### config.mk
export PLATFORM = sky130hd
export DESIGN_NAME = hist_eq_divider_flat
export DESIGN_NICKNAME = d
export VERILOG_FILES = /design/src/rtl/hist_eq_divider_if.sv /design/src/rtl/hist_eq_divider.sv /design/src/flat_wrapper.sv
export SDC_FILE = /design/constraint.sdc
export NUM_CORES = 1
export LEC_CHECK = 0
export ABC_AREA = 1
export BUFFER_PORTS_ARGS = -buffer_cell sky130_fd_sc_hd__buf_2
export CORE_UTILIZATION = 28
export DETAILED_ROUTE_END_ITERATION = 6
export HOLD_SLACK_MARGIN = 0.06
export SYNTH_ARGS = -nofsm -noshare
export SYNTH_HDL_FRONTEND = slang
export SYNTH_SLANG_ARGS = --single-unit
### constraint.sdc
create_clock -name clk -period 3.5 [get_ports clk]
set_clock_uncertainty 0.2 [all_clocks]
set_input_delay 0.7 -clock clk [delete_from_list [all_inputs] [get_ports clk]]
set_output_delay 0.7 -clock clk [all_outputs]
set_load 0.01 [all_outputs]
### src/rtl/hist_eq_divider_if.sv
// Handshake bundle between the CDF accumulator, the mapping divider and the pixel remap stage.
interface hist_eq_divider_if #(
  parameter int CDF_W = 16,
  parameter int PIX_W = 8
);
  logic             in_valid;
  logic             in_ready;
  logic [CDF_W-1:0] cdf_in;
  logic [CDF_W-1:0] cdf_min;
  logic [CDF_W-1:0] total;
  logic             out_valid;
  logic             out_ready;
  logic [PIX_W-1:0] g_out;
  logic             sat;
  logic             div_zero;

  modport slave (
    input  in_valid, cdf_in, cdf_min, total, out_ready,
    output in_ready, out_valid, g_out, sat, div_zero
  );

  modport master (
    output in_valid, cdf_in, cdf_min, total, out_ready,
    input  in_ready, out_valid, g_out, sat, div_zero
  );
endinterface

### src/rtl/hist_eq_divider.sv
// Histogram-equalisation mapping divider: g = floor((cdf_in-cdf_min)*(2^PIX_W-1)/(total-cdf_min)),
// one quotient bit per clock via restoring shift-subtract, with saturation and divide-by-zero handling.
module hist_eq_divider #(
  parameter int CDF_W = 16,
  parameter int PIX_W = 8
) (
  input  logic clk,
  input  logic reset,
  hist_eq_divider_if.slave bus
);
  localparam int NUM_W = CDF_W + PIX_W;
  localparam int CNT_W = $clog2(NUM_W);

  typedef enum logic [1:0] {IDLE, CALC, DONE} state_t;

  state_t           r_state;
  state_t           w_state_nxt;
  logic [NUM_W:0]   r_rem;
  logic [NUM_W-1:0] r_quo;
  logic [CDF_W-1:0] r_den;
  logic [CNT_W-1:0] r_cnt;
  logic [PIX_W-1:0] r_g;
  logic             r_sat;
  logic             r_dz;

  logic             w_capture;
  logic             w_fast;
  logic [CDF_W-1:0] w_diff;
  logic [CDF_W-1:0] w_den;
  logic [NUM_W-1:0] w_num;
  logic [NUM_W+1:0] w_shift;
  logic [NUM_W:0]   w_trial;
  logic             w_ge;
  logic [NUM_W-1:0] w_quo_nxt;
  logic             w_overflow;
  logic             w_last;

  assign bus.in_ready  = (r_state == IDLE) && !reset;
  assign bus.out_valid = (r_state == DONE);
  assign bus.g_out     = r_g;
  assign bus.sat       = r_sat;
  assign bus.div_zero  = r_dz;

  assign w_capture = bus.in_valid && bus.in_ready;
  assign w_fast    = (bus.cdf_in < bus.cdf_min) || (bus.total <= bus.cdf_min);
  assign w_diff    = bus.cdf_in - bus.cdf_min;
  assign w_den     = bus.total - bus.cdf_min;
  // diff*(2^PIX_W-1) as a shift and subtract; NUM_W bits hold it exactly
  assign w_num     = ({{PIX_W{1'b0}}, w_diff} << PIX_W) - {{PIX_W{1'b0}}, w_diff};

  assign w_shift    = {r_rem, r_quo[NUM_W-1]};
  assign w_ge       = w_shift >= {{(NUM_W+2-CDF_W){1'b0}}, r_den};
  assign w_trial    = w_shift[NUM_W:0] - {{(NUM_W+1-CDF_W){1'b0}}, r_den};
  assign w_quo_nxt  = {r_quo[NUM_W-2:0], w_ge};
  assign w_overflow = |w_quo_nxt[NUM_W-1:PIX_W];
  assign w_last     = (r_cnt == '0);

  always_ff @(posedge clk) begin
    if (reset) r_state <= IDLE;
    else       r_state <= w_state_nxt;
  end

  always_comb begin
    w_state_nxt = r_state;
    case (r_state)
      IDLE: if (w_capture) w_state_nxt = w_fast ? DONE : CALC;
      CALC: if (w_last) w_state_nxt = DONE;
      DONE: if (bus.out_ready) w_state_nxt = IDLE;
      default: w_state_nxt = IDLE;
    endcase
  end

  always_ff @(posedge clk) begin
    if (reset) begin
      r_rem <= '0;
      r_quo <= '0;
      r_den <= '0;
      r_cnt <= '0;
      r_g   <= '0;
      r_sat <= 1'b0;
      r_dz  <= 1'b0;
    end else begin
      case (r_state)
        IDLE: begin
          if (w_capture) begin
            if (w_fast) begin
              r_g   <= '0;
              r_sat <= 1'b0;
              r_dz  <= (bus.total == bus.cdf_min);
            end else begin
              r_rem <= '0;
              r_quo <= w_num;
              r_den <= w_den;
              r_cnt <= CNT_W'(NUM_W - 1);
            end
          end
        end
        CALC: begin
          r_rem <= w_ge ? w_trial : w_shift[NUM_W:0];
          r_quo <= w_quo_nxt;
          r_cnt <= r_cnt - 1'b1;
          if (w_last) begin
            r_g   <= w_overflow ? {PIX_W{1'b1}} : w_quo_nxt[PIX_W-1:0];
            r_sat <= w_overflow;
            r_dz  <= 1'b0;
          end
        end
        default: ;
      endcase
    end
  end
endmodule
### src/flat_wrapper.sv
// flat-port wrapper written by rule: the top's interface ports become plain ports
module hist_eq_divider_flat 
#(
  parameter int CDF_W = 16,
  parameter int PIX_W = 8
)
  (clk, reset, bus_in_valid, bus_cdf_in, bus_cdf_min, bus_total, bus_out_ready, bus_in_ready, bus_out_valid, bus_g_out, bus_sat, bus_div_zero);
  hist_eq_divider_if #(.CDF_W(CDF_W), .PIX_W(PIX_W)) bus_i ();
  input  logic clk;
  input  logic reset;
  input wire logic [$bits(bus_i.in_valid)-1:0] bus_in_valid;
  input wire logic [$bits(bus_i.cdf_in)-1:0] bus_cdf_in;
  input wire logic [$bits(bus_i.cdf_min)-1:0] bus_cdf_min;
  input wire logic [$bits(bus_i.total)-1:0] bus_total;
  input wire logic [$bits(bus_i.out_ready)-1:0] bus_out_ready;
  output wire logic [$bits(bus_i.in_ready)-1:0] bus_in_ready;
  output wire logic [$bits(bus_i.out_valid)-1:0] bus_out_valid;
  output wire logic [$bits(bus_i.g_out)-1:0] bus_g_out;
  output wire logic [$bits(bus_i.sat)-1:0] bus_sat;
  output wire logic [$bits(bus_i.div_zero)-1:0] bus_div_zero;
  assign bus_i.in_valid = bus_in_valid;
  assign bus_i.cdf_in = bus_cdf_in;
  assign bus_i.cdf_min = bus_cdf_min;
  assign bus_i.total = bus_total;
  assign bus_i.out_ready = bus_out_ready;
  assign bus_in_ready = bus_i.in_ready;
  assign bus_out_valid = bus_i.out_valid;
  assign bus_g_out = bus_i.g_out;
  assign bus_sat = bus_i.sat;
  assign bus_div_zero = bus_i.div_zero;
  hist_eq_divider #(.CDF_W(CDF_W), .PIX_W(PIX_W)) u_core (.clk(clk), .reset(reset), .bus(bus_i));
endmodule
==> impl_metrics.ini <==
[run_status]
status = finished clean

[cts]
cts_tree = yes
cts_root_buffer = clkbuf_16
clkLatencyLatePin_ns = 0.35
cts_buffers = 9
clk_path_buf_depth = 2
ctsHoldBuffers = 0
cts.htree.levels = 3
clk_pin_slew_ns = 0.07
numClockSinks = 82

[floorplanning]
fp.dieW_um = 163
core_um2 = 25300
row_count = 58
die_h_um = 163
pin_count = 64
design.die.area_um2 = 26500
start_util_pct = 28.7

[finish]
layout-drive-gt1-share_pct = 23.8
nets = 1418
syn_to_final_growth_pct = 28.3
regArea_um2 = 1640
multiInputGateArea_um2 = 5030
num-fill-cells = 2759
finish.instance_area_um2 = 9280
antennaDiodeCount = 0

[placed_design]
placed_area_um2 = 8700
gp_congestion = 0.915
hpwl_um = 17400
io_buffer_count = 63

[drt]
drt_pre_antenna_iters = 5
detail_route.wirelength_um = 21400
vias_per_cell = 4.77
drt-initial-drc-count = 473
drc = 0
wl_per_cell_um = 13.0
vias = 7830
antenna_left = 0

[hold_path]
min_path_cells = 2
hold_path_class = flop to flop

[yosys]
synth_cell_types = 47
synth.most_common_cell = nand2_1
synthTopCellsByArea = dfxtp_1, nand2_1, ha_1, inv_1, a21oi_1
synth.top_cell.area_share_pct = 22.7
ys_seq_elements = 82
yosys.area.top_type = dfxtp_1
seq_area_frac_synth_pct = 22.7
synth_edf_count = 0
synthCells = 1141
async_flop_share_pct = 0
synth_flop_cell = dfxtp_1
syn_avg_cell_area_um2 = 6.34
synth_area_um2 = 7240
synth_common_cells = nand2_1, inv_1, a21oi_1
syn_nets = 1253
yosysWarnings = 0

[timing]
setup_violations = 0
slew_violations = 0
setup_tns_ns = 0
period_needed_ns = 3.34
worstMarginPinSlew_ns = 0.787
max_freq_ghz = 0.299
hold_viol = 0
max_slew_margin_pct = 47.5
period_share_pct = 95.4
rsz0062_at_grt = yes

[global_routing]
grt_max_degree = 48
antenna_found_initial = 0
gr-usage-all-layers_pct = 16.3
overflow = 0
grt_pass1_wl_um = 34700
grt_pass1_vias = 7101

[power_and_ir_drop]
vdd_drop_max_mv = 0.243
power_density_nw_per_um2 = 422
p_leak_nw = 4.57

[worst_setup_path]
reg2reg_depth = 16
path_class = primary input to flop
cp.arrival_ns = 3.42
crit_path_max_fanout = 4
cp_data_required_time_ns = 3.58
critPathLaunchType = primary input
endpoint_kind = flop

[run]
cap_violations = 0
[path summary, 6_finish.rpt]
path                            slack, ns                  end                 from
worst max-delay path                 0.16     u_core.r_quo[16]       bus_cdf_min[1]
worst min-delay path                 0.25  u_core.bus.div_zero  u_core.bus.div_zero
worst max register to register       0.38     u_core.r_rem[10]     u_core.r_quo[23]
worst min register to register       0.25  u_core.bus.div_zero  u_core.bus.div_zero
[kinds of logic after synthesis]
group / count (synthesis) / share of synthesized area (%)
simple gates: 524 / 31.9
compound gates: 239 / 18.5
buf+inv: 195 / 11.3
flops: 82 / 22.7
fa+ha+maj: 60 / 10.7
xor+xnor: 41 / 4.96
[power by group]
part / internal, W / switching [W] / leakage [nW] / total [W]
Combinational: 0.000800 / 0.00112 / 3.76 / 0.00192
Clock: 0.000567 / 0.000430 / 0.150 / 0.000997
Sequential: 0.000974 / 0.0000303 / 0.663 / 0.00100
Total: 0.00234 / 0.00158 / 4.57 / 0.00392
[layer usage]
metal | global-route usage, % | vias up | wire length (um)
met1 | 22.3 | 3585 | 10700
li1 | - | 4078 | -
met5 | 0 | - | 0
met4 | 3.78 | 0 | 214
met3 | 2.47 | 15 | 756
met2 | 26.6 | 152 | 9690
[layout by cell type (no fill, tap or decap), drive strengths merged]
cell type  count
bufinv         1
clkbuf         9
nor4           5
xnor2         22
and2           1
a21o           2
clkinvlp       1
o211ai        17
nor3          18
a221oi         3
fa             3
a21oi        119
clkinv         1
a211oi         3
or2            2
inv          167
nand4         13
o2111ai        3
a22oi          3
a31oi         10
o21ai         71
a21boi         1
nor3b          2
nand3b         5
o22ai          4
dfxtp         82
o21a           1
ha            57
xor2          19
nor2         107
nand3         78
nand2        293
o21bai         2
buf          186
[critical path, cell delays in order]
cell and delay, ns:
buf_2 0.13, inv_1 0.07, ha_1 0.31, nand2_1 0.10, nor2_2 0.05, nand2_1 0.06, nand3_2 0.08, nand2_2 0.08
nand2_1 0.07, a21o_1 0.18, a21oi_2 0.14, xor2_1 0.24, ha_2 0.36, a21oi_2 0.18, o21ai_0 0.10, inv_1 0.09
nand2_2 0.07, nor3b_1 0.20, o21ai_1 0.09, a21oi_1 0.13
[metrics by stage]
stage	total power [W]	setup WS, ns	hold WS, ns	util, %	instances
floorplan	0.00225	0.00286	0.235	-	1141
global placement	0.00283	-0.275	0.247	34.5	1619
detailed placement	0.00284	-0.369	0.250	34.5	1619
CTS	0.00384	0.0205	0.259	35.7	1635
global route	0.00421	-0.0212	0.281	36.8	1641
finish	0.00392	0.161	0.255	36.8	1641
[sequential cells by signal (all words and copies together) (netlist names)]
name,count
u_core.r_quo,24
u_core.r_den,16
u_core.r_cnt,5
u_core.r_rem,25
u_core.bus.g_out,8
u_core.bus.div_zero,1
u_core.bus.sat,1
u_core.r_state,2
[area by class of cell]
class	instances	area share [%]
repair buffers	186	13.7
well taps	330	4.45
clock buffers	9	2.43
clock inverters	7	0.889
flip-flops and latches	82	17.7
inverters	163	6.64
multi-input cells	864	54.2
[timing repair]
action / CTS / global route
resized for setup: 1 / 49
setup endpoints to repair: 1 / 31
buffers inserted: 0 / 6
gates cloned: 0 / 0
pin swaps: 0 / 24
Note: power is estimated with default switching activity, not from simulation.
